$ cat config.mk
export PLATFORM = sky130hd
export DESIGN_NAME = countdown_timer
export DESIGN_NICKNAME = d
export VERILOG_FILES = /design/src/rtl/countdown_timer.sv
export SDC_FILE = /design/constraint.sdc
export NUM_CORES = 1
export LEC_CHECK = 0
export BUFFER_PORTS_ARGS = -buffer_cell sky130_fd_sc_hd__buf_2
export CORE_AREA = 2 2 94 96
export DETAILED_ROUTE_END_ITERATION = 8
export DIE_AREA = 0 0 96 98
export PLACE_DENSITY = 0.61
export SETUP_SLACK_MARGIN = 0.15
export SLEW_MARGIN = 40
export SYNTH_ARGS = -nofsm -noshare
export SYNTH_HDL_FRONTEND = slang
export SYNTH_SLANG_ARGS = --single-unit
$ cat constraint.sdc
create_clock -name clk -period 2.5 [get_ports clk]
set_clock_uncertainty 0.05 [all_clocks]
set_input_delay 0.25 -clock clk [delete_from_list [all_inputs] [get_ports clk]]
set_output_delay 0.25 -clock clk [all_outputs]
set_load 0.1 [all_outputs]
$ cat src/rtl/countdown_timer.sv
// countdown_timer: loadable M:SS.th countdown in 10 ms steps with prescaler, control FSM and expiry flag.
// Define COUNTDOWN_AUTO_RELOAD_EN to reload the last loaded value on expiry and keep running.
module countdown_timer #(
  parameter int CLK_DIV = 1000000,
  parameter int DIV_WID = 20
) (
  input  logic        clk,
  input  logic        reset,
  input  logic        load,
  input  logic [19:0] load_value,
  input  logic        start,
  input  logic        stop,
  output logic [3:0]  minutes,
  output logic [3:0]  sec_tens,
  output logic [3:0]  sec_ones,
  output logic [3:0]  tenths,
  output logic [3:0]  hundredths,
  output logic        running,
  output logic        expired,
  output logic        done
);

  typedef enum logic [1:0] {
    ST_IDLE,
    ST_RUNNING,
    ST_PAUSED,
    ST_EXPIRED
  } state_t;

  state_t             r_state;
  state_t             w_next_state;
  logic [DIV_WID-1:0] r_presc;
  logic [DIV_WID-1:0] w_presc_next;
  logic [19:0]        r_count;
  logic [19:0]        w_count_next;
  logic [19:0]        w_count_dec;
  logic [19:0]        w_load_clamped;
  logic [19:0]        w_reload_clamped;
  logic               r_running;
  logic               r_expired;
  logic               r_done;
  logic               w_done_next;
  logic               w_step;
  logic               w_at_one;
  logic               w_count_zero;
  logic               w_reload_active;

  // Digit index 3 is sec_tens (max 5); every other digit saturates at 9.
  function automatic logic [19:0] clampBcd(input logic [19:0] v);
    logic [19:0] c;
    logic [3:0]  dmax;
    c = v;
    for (int i = 0; i < 5; i++) begin
      dmax = (i == 3) ? 4'd5 : 4'd9;
      if (v[4*i +: 4] > dmax) c[4*i +: 4] = dmax;
    end
    return c;
  endfunction

  assign w_load_clamped = clampBcd(load_value);
  assign w_step         = (r_state == ST_RUNNING) && (r_presc == DIV_WID'(CLK_DIV - 1));
  assign w_at_one       = (r_count == 20'h00001);
  assign w_count_zero   = (r_count == 20'h00000);

`ifdef COUNTDOWN_AUTO_RELOAD_EN
  logic [19:0] r_reload;

  always_ff @(posedge clk or negedge reset) begin
    if (!reset) begin
      r_reload <= '0;
    end else if (load) begin
      r_reload <= load_value;
    end
  end

  assign w_reload_active  = (r_reload != 20'h00000);
  assign w_reload_clamped = clampBcd(r_reload);
`else
  assign w_reload_active  = 1'b0;
  assign w_reload_clamped = 20'h00000;
`endif

  // Borrow ripples from hundredths upward; a zero digit wraps to its max and passes the borrow on.
  always_comb begin
    logic       borrow;
    logic [3:0] dmax;
    w_count_dec = r_count;
    borrow      = w_step;
    dmax        = 4'd9;
    for (int i = 0; i < 5; i++) begin
      dmax = (i == 3) ? 4'd5 : 4'd9;
      if (borrow) begin
        if (r_count[4*i +: 4] == 4'd0) begin
          w_count_dec[4*i +: 4] = dmax;
        end else begin
          w_count_dec[4*i +: 4] = r_count[4*i +: 4] - 4'd1;
          borrow                = 1'b0;
        end
      end
    end
  end

  always_comb begin
    w_next_state = r_state;
    w_count_next = w_count_dec;
    w_presc_next = r_presc;
    w_done_next  = 1'b0;

    if (r_state == ST_RUNNING) begin
      w_presc_next = w_step ? '0 : r_presc + DIV_WID'(1);
    end

    if (load) begin
      w_count_next = w_load_clamped;
      w_presc_next = '0;
      w_next_state = ST_IDLE;
    end else if (w_step && w_at_one) begin
      // Expiry outranks a coincident stop, except that a reloading timer honours it.
      w_done_next = 1'b1;
      if (w_reload_active) begin
        w_count_next = w_reload_clamped;
        w_next_state = stop ? ST_PAUSED : ST_RUNNING;
      end else begin
        w_next_state = ST_EXPIRED;
      end
    end else if (stop) begin
      if (r_state == ST_RUNNING) w_next_state = ST_PAUSED;
    end else if (start) begin
      if ((r_state == ST_IDLE || r_state == ST_PAUSED) && !w_count_zero) begin
        w_next_state = ST_RUNNING;
      end
    end
  end

  always_ff @(posedge clk or negedge reset) begin
    if (!reset) begin
      r_state   <= ST_IDLE;
      r_presc   <= '0;
      r_count   <= '0;
      r_running <= 1'b0;
      r_expired <= 1'b0;
      r_done    <= 1'b0;
    end else begin
      r_state   <= w_next_state;
      r_presc   <= w_presc_next;
      r_count   <= w_count_next;
      r_running <= (w_next_state == ST_RUNNING);
      r_expired <= (w_next_state == ST_EXPIRED);
      r_done    <= w_done_next;
    end
  end

  assign minutes    = r_count[19:16];
  assign sec_tens   = r_count[15:12];
  assign sec_ones   = r_count[11:8];
  assign tenths     = r_count[7:4];
  assign hundredths = r_count[3:0];
  assign running    = r_running;
  assign expired    = r_expired;
  assign done       = r_done;

endmodule
==> results of run 1 <==
## metrics by stage
step | area (sq um) | util (%)
6_report | 3220 | 38.0
5_1_grt | 3220 | 38.0
4_1_cts | 3160 | 37.4
3_5_place_dp | 3050 | 36.0
3_3_place_gp | 3050 | 36.0
2_1_floorplan | 2640 | -
## state kept, by name (all words and copies together) (netlist names)
signal / cells
r_presc: 20
running: 1
r_state: 2
expired: 1
r_count: 20
done: 1
## layout make-up
| cell class | count | area, sq um | area share [%] |
|---|---|---|---|
| Multi-Input combinational cell | 228 | 1460 | 45.4 |
| Inverter | 7 | 26.3 | 0.816 |
| Sequential cell | 45 | 1140 | 35.3 |
| Clock inverter | 1 | 5.00 | 0.155 |
| Clock buffer | 7 | 96.3 | 2.99 |
| Tap cell | 108 | 135 | 4.20 |
| Timing Repair Buffer | 60 | 360 | 11.2 |
## cell usage after synthesis, types with 4 or more instances
master    number
inv_1          6
nor2_1        43
o21ai_0       14
and3_1         7
or4_1          6
o21ai_1        6
dfrtp_1       45
nand2_1       18
nor4_1         8
a31oi_1        4
nand2b_1       4
clkbuf_1       8
nor3_1        12
a21oi_1       16
or2_2          4
xnor2_1       23
nand4_1        7
nand3_1        9
## kinds of logic after synthesis
group | count (synthesis) | share of synthesized area, %
AOI/OAI and AO/OA | 58 | 13.4
muxes | 2 | 0.760
xor gates and xnor gates | 26 | 8.65
and+or+nand+nor | 141 | 31.4
buffers and inverters | 16 | 2.57
DFF | 45 | 42.8
adders and majority gates | 1 | 0.475
## routing by layer
| metal | vias to the layer above | wire, microns |
|---|---|---|
| met5 | - | 0 |
| met4 | 0 | 97 |
| met3 | 9 | 257 |
| met2 | 46 | 3000 |
| met1 | 1130 | 3050 |
| li1 | 1160 | - |
## report_power, final
part	switching [uW]	internal (uW)	total (uW)
Combinational	314	90.4	405
Sequential	49.4	761	810
Clock	248	250	498
## worst paths after layout
check	slack, ns	cells past startpoint	endpoint	start
hold / removal	0.12	2	r_count[17]	load_value[19]
max in group asynchronous	1.26	3	r_count[2]	reset
min in group asynchronous	0.38	2	r_presc[13]	reset
setup / recovery	0.22	7	r_count[6]	r_presc[0]
setup reg to reg	0.22	7	r_count[6]	r_presc[0]
hold reg to reg	0.50	2	r_presc[1]	r_presc[1]
## cell usage in the layout (no fill, tap or decap), drive strengths merged, types with 10 or more instances in the layout
cell,n
nand2,18
dfrtp,45
nor4,13
nor3,12
nand3,10
buf,59
a21oi,16
xnor2,23
o21ai,20
nor2,44
## repair_timing
action | in CTS | in global routing
endpoints found under the hold margin | 19 | 0
gates resized for setup | 0 | 4
endpoints found under the setup margin | 0 | 6
buffers inserted | 0 | 3
hold buffers | 1 | 0
==> metrics.yaml, run 1 <==
status: "finished clean"
n_antenna_cell: 0
path_delay_family: "simple AND/OR/NAND/NOR gates"
overflow: 0
syn_to_final_growth_pct: 22.3
setup_viol: 0
initial_core_util_pct: 31.1
core_area_sq_um: 8470
num_vias: 2345
dieArea_sq_um: 9410
max_stage_delay_ns: 0.63
drt-pass1-iter-count: 4
p_leak_uw: 0.00133
port_buffers: 47
synth_cell_types: 52
drt_wl_total_mm: 6.41
yosys_register_bits: 45
critPathRequiredTime_ns: 2.62
syn-num-nets: 315
ys.flop_type: "dfrtp_1"
cts_tree: "done"
cp_max_fo: 6
ir_drop_mv: 0.175
power_density_nw_per_um2: 532
fin_hold_ws_ns: 0.122
crit_arrival_ns: 2.40
startpoint_type: "flip-flop"
synth_top_area_share_pct: 42.8
maxSlewViolCount: 0
dp.cells: 444
cts_buffer_depth: 2
finalCritPeriodShare_pct: 91.1
post-dp-hpwl_mm: 4.71
avgSynthCellArea_sq_um: 9.11
met1_usage_pct: 18.9
syn_area_sq_um: 2630
numCtsBuffers: 5
grt.total_usage_pct: 14.0
period_needed_ns: 2.28
ant_nets: 0
path_clk_slew_ns: 0.09
drive_gt1_share_pct: 26.7
fin_nets: 373
fin_ws_ns: 0.222
first_iter_violations: 89
rows: 34
die_h_microns: 98
grt_pass1_vias: 2195
hold_viol: 0
clock-sinks: 45
min_path_type: "in2reg"
rsz0062_at_grt: "yes"
fillers: 888
crit_path_end_kind: "flip-flop"
htree_levels: 2
grt-busiest-layer: "met2"
yosysWarnings: 0
antenna_found_initial: 0
worstSetupPathType: "reg2reg"
cp_slowest_cell: "or4_4"
netlist_instances: 289
wire_per_inst_microns: 14.0
async_reset_ff_share_pct: 100
finalPower_uw: 1710
place.gp.congestion: 0.785
synthTopCellsByArea: "dfrtp_1 43%, xnor2_1 7.7%, nor2_1 6.1%"
setup_tns_ns: 0
boundaryPins: 48
cp_num_buf_inv: 1
synth-edff-count: 0
ys_seq_area_share_pct: 42.8
die_w_microns: 96
max_cap_viol_count: 0
path_cells: "ha_1 > nand3_2 > or4_4 > buf_12 > nor3_1 > mux2i_1 > o21ai_1"
pre_cts_ws_ns: 0.175
drc: 0
viasPerCell: 5.14
maxSlewHeadroom_pct: 54.4
synth_top_area_cell: "dfrtp_1"
fin_cells: 456
root_buffer: "clkbuf_8"
grtUsageMet2_pct: 22.4
grt_pass1_wl_mm: 10.5
worstMarginPinSlew_ns: 0.667
clock_latency_ns: 0.30
use_met3_pct: 2.85
fmax_mhz: 439
grt_max_degree: 35
(Power assumes the default switching activity.)
==> run 2, diff against run 1 <==
- PLACE_DENSITY: 0.61 -> 0.62
==> metrics.yaml, run 2 (synthesized netlist as in run 1, its figures left out) <==
status: "finished clean"
p_clk_share_pct: 27.8
fmax_mhz: 443
die_w_microns: 96
startpoint_type: "flip-flop"
p_sw_uw: 608
core_area_sq_um: 8470
crit_arrival_ns: 2.39
initial_core_util_pct: 31.1
worstHoldStart: "load_value[10]"
largest_registers: "r_count x20, r_presc x20, r_state x2"
post-route-util_pct: 37.7
rows: 34
clock-sinks: 45
fin_hold_ws_ns: 0.114
port_buffers: 47
max_cap_viol_count: 0
grt_pass1_vias: 2316
hold_viol: 0
post-dp-hpwl_mm: 4.78
drt_wl_total_mm: 6.48
min_to: "r_count[10]"
grt_max_degree: 35
root_buffer: "clkbuf_8"
min_path_cells: 2
clock_latency_ns: 0.30
swShare_pct: 36.1
boundaryPins: 48
finalCritPeriodShare_pct: 90.2
period_needed_ns: 2.26
cts_tree: "done"
intPower_uw: 1080
viasPerCell: 5.17
pre_cts_ws_ns: 0.180
grt.total_usage_pct: 14.6
p_comb_share_pct: 24.1
layout_common_cells: "47 x buf_2, 43 x nor2_1, 37 x dfrtp_1"
die_h_microns: 98
maxSlewHeadroom_pct: 52.5
cp_max_fo: 7
drt-pass1-iter-count: 4
p_leak_uw: 0.00132
setup_viol: 0
path_clk_slew_ns: 0.09
first_iter_violations: 86
fin_ws_ns: 0.244
rsz0062_at_grt: "yes"
critPathRequiredTime_ns: 2.64
place.gp.congestion: 0.799
drc: 0
ant_nets: 0
r2r_end: "r_count[18]"
fillers: 871
overflow: 0
p_seq_share_pct: 48.1
drive_gt1_share_pct: 25.8
worstMarginPinSlew_ns: 0.695
rr_worst_depth: 5
timing.rr.start: "r_presc[11]"
ir_drop_mv: 0.222
num_vias: 2361
syn_to_final_growth_pct: 21.2
r2r_setup_slack_ns: 0.24
final_common_cell: "buf_2"
setup_tns_ns: 0
worstSetupPathType: "reg2reg"
power_density_nw_per_um2: 528
wire_per_inst_microns: 14.2
cts_buffer_depth: 2
crit_path_end_kind: "flip-flop"
fin_nets: 374
dieArea_sq_um: 9410
min_path_type: "in2reg"
grt_pass1_wl_mm: 11.0
maxSlewViolCount: 0
htree_levels: 2
antenna_found_initial: 0
n_antenna_cell: 0
numCtsBuffers: 5
finalPower_uw: 1690
-- run 2: area by class of cell --
class	count	area, sq um	share of cell area (%)
Inverter	7	26.3	0.824
Tap cell	108	135	4.24
Timing Repair Buffer	61	355	11.1
Sequential cell	45	1140	35.6
Multi-Input combinational cell	228	1450	45.4
Clock buffer	8	90.1	2.82
-- run 2: how the worst max path moves through the flow --
stage	cells after the start	endpoint	slack [ns]	from
detailed placement	5	r_count[18]	0.18	r_presc[10]
floorplan	5	r_state[0]	0.16	r_count[9]
finish	5	r_count[18]	0.24	r_presc[11]
CTS	5	r_count[18]	0.17	r_state[1]
global route	7	r_count[5]	0.07	r_presc[0]
global placement	5	r_count[18]	0.22	r_state[1]
-- run 2: worst max-delay path: stages, from the launching register on --
cell	delay, ns
dfrtp_1	0.42
nand4bb_1	0.28
or4_4	0.63
nor4_4	0.38
a21oi_1	0.11
a311o_1	0.27
-- run 2: power by group through the flow --
| stage | combinational, uW | sequential, uW | clock, uW |
|---|---|---|---|
| 2_1_floorplan | 101 | 1020 | 0 |
| 4_1_cts | 409 | 810 | 488 |
| 3_5_place_dp | 407 | 824 | 0 |
| 5_1_grt | 433 | 820 | 514 |
| 6_report | 406 | 811 | 469 |
| 3_3_place_gp | 404 | 822 | 0 |
-- run 2: through the flow --
stage               instances  cell area (sq um)
floorplan                 289               2640
global placement          445               3060
detailed placement        445               3060
CTS                       454               3160
global route              457               3190
finish                    457               3190
-- run 2: what timing repair did --
action	in CTS	in global routing
resized for setup	0	2
hold endpoints to repair	20	0
setup buffers	0	3
hold buffers	1	0
endpoints found under the setup margin	0	9
-- run 2: metal layers --
metal	GRT usage, %	wire (microns)	vias up
met5	0	0	-
met4	4.07	60	0
met3	3.24	243	7
met2	23.3	3120	47
met1	19.7	3050	1140
li1	-	-	1167
==> run 3, diff against run 2 <==
- CORE_AREA: 2 2 94 96 -> 2 2 88 90
- DIE_AREA: 0 0 96 98 -> 0 0 90 92
- PLACE_DENSITY: 0.62 -> 0.68
==> metrics.yaml, run 3 (synthesized netlist as in run 1, its figures left out) <==
worstSetupPathType: "reg2reg"
largest_registers: "r_count x20, r_presc x20, r_state x2"
cp_max_fo: 10
fillers: 753
drt-pass1-iter-count: 4
grt_max_degree: 35
critPathRequiredTime_ns: 2.70
antenna_found_initial: 0
p_comb_share_pct: 24.2
regArea_sq_um: 1140
final_common_cell: "buf_2"
swShare_pct: 37.3
multiInputGateArea_sq_um: 1440
hold_viol: 0
min_path_type: "in2reg"
drc: 0
p_sw_uw: 622
startpoint_type: "flip-flop"
numCtsBuffers: 5
cts_tree: "done"
n_antenna_cell: 0
wire_per_inst_microns: 14.4
drive_gt1_share_pct: 25.6
grt_pass1_vias: 2383
path_clk_slew_ns: 0.09
boundaryPins: 48
p_leak_uw: 0.00131
maxSlewViolCount: 0
clock_latency_ns: 0.30
place.gp.congestion: 0.782
post-route-util_pct: 42.5
status: "finished clean"
setup_viol: 0
dieArea_sq_um: 8280
dp.cells: 438
initial_core_util_pct: 35.3
die_h_microns: 92
finalPower_uw: 1670
p_seq_share_pct: 48.7
root_buffer: "clkbuf_8"
ir_drop_mv: 0.167
viasPerCell: 5.34
grt.total_usage_pct: 16.5
rows: 32
fin_nets: 373
first_iter_violations: 129
worstMarginPinSlew_ns: 0.611
crit_arrival_ns: 2.45
power_density_nw_per_um2: 527
syn_to_final_growth_pct: 20.2
core_area_sq_um: 7450
post-dp-hpwl_mm: 4.82
max_cap_viol_count: 0
finalCritPeriodShare_pct: 89.8
intPower_uw: 1040
setup_tns_ns: 0
num_vias: 2404
rsz0062_at_grt: "yes"
fin_cells: 450
overflow: 0
die_w_microns: 90
maxSlewHeadroom_pct: 58.2
p_clk_share_pct: 27.1
ant_nets: 0
clock-sinks: 45
period_needed_ns: 2.24
htree_levels: 2
port_buffers: 47
layout_common_cells: "47 x buf_2, 43 x nor2_1, 37 x dfrtp_1"
crit_path_end_kind: "flip-flop"
fmax_mhz: 446
grt_pass1_wl_mm: 11.2
cts_buffer_depth: 2
drt_wl_total_mm: 6.47
[run 3: cell type report]
| type | count | area share [%] |
|---|---|---|
| tap | 102 | 4.03 |
| inverter | 7 | 0.830 |
| sequential | 45 | 35.9 |
| multi-input combinational | 228 | 45.6 |
| clock buffer | 6 | 2.29 |
| clock inverter | 2 | 0.316 |
| timing repair buffer | 60 | 11.0 |
[run 3: metal layers]
layer | wire length, microns | GRT usage, %
met1 | 2910 | 20.5
met2 | 3230 | 29.3
met3 | 291 | 3.37
met4 | 46 | 3.97
met5 | 0 | 0
[run 3: worst paths after layout]
path	start	end	slack, ns	depth (start not counted)
min reg2reg	r_presc[1]	r_presc[1]	0.50	2
max reg2reg	r_presc[13]	r_count[10]	0.26	5
min in group asynchronous	reset	r_count[9]	0.41	2
max	r_presc[13]	r_count[10]	0.26	5
max in group asynchronous	reset	r_count[7]	1.35	3
min	load_value[10]	r_count[10]	0.10	2
[run 3: timing repair]
action                                  CTS  global route
hold endpoints to repair                 20             0
resized for setup                         0             1
endpoints found under the setup margin    0             6
hold buffers                              1             0
setup buffers                             0             3
[run 3: stage by stage]
stage	area, sq um	hold slack (ns)	setup WS [ns]
final	3160	0.103	0.256
after global routing	3160	0.111	0.119
after CTS	3140	0.104	0.151
after detailed placement	3040	0.200	0.157
after global placement	3040	0.194	0.226
after floorplan	2640	-0.0956	0.160
[run 3: worst max-delay path, stage by stage, from the launching register on]
cell,delay [ns]
dfrtp_1,0.44
nand4bb_4,0.27
or4_4,0.65
or4_1,0.53
a21oi_1,0.17
a21o_1,0.10
[run 3: power groups by stage]
stage | registers [uW] | logic (uW) | clock network, uW
global route | 820 | 431 | 486
finish | 811 | 404 | 451
floorplan | 1020 | 101 | 0
global placement | 822 | 401 | 0
CTS | 810 | 406 | 462
detailed placement | 825 | 404 | 0
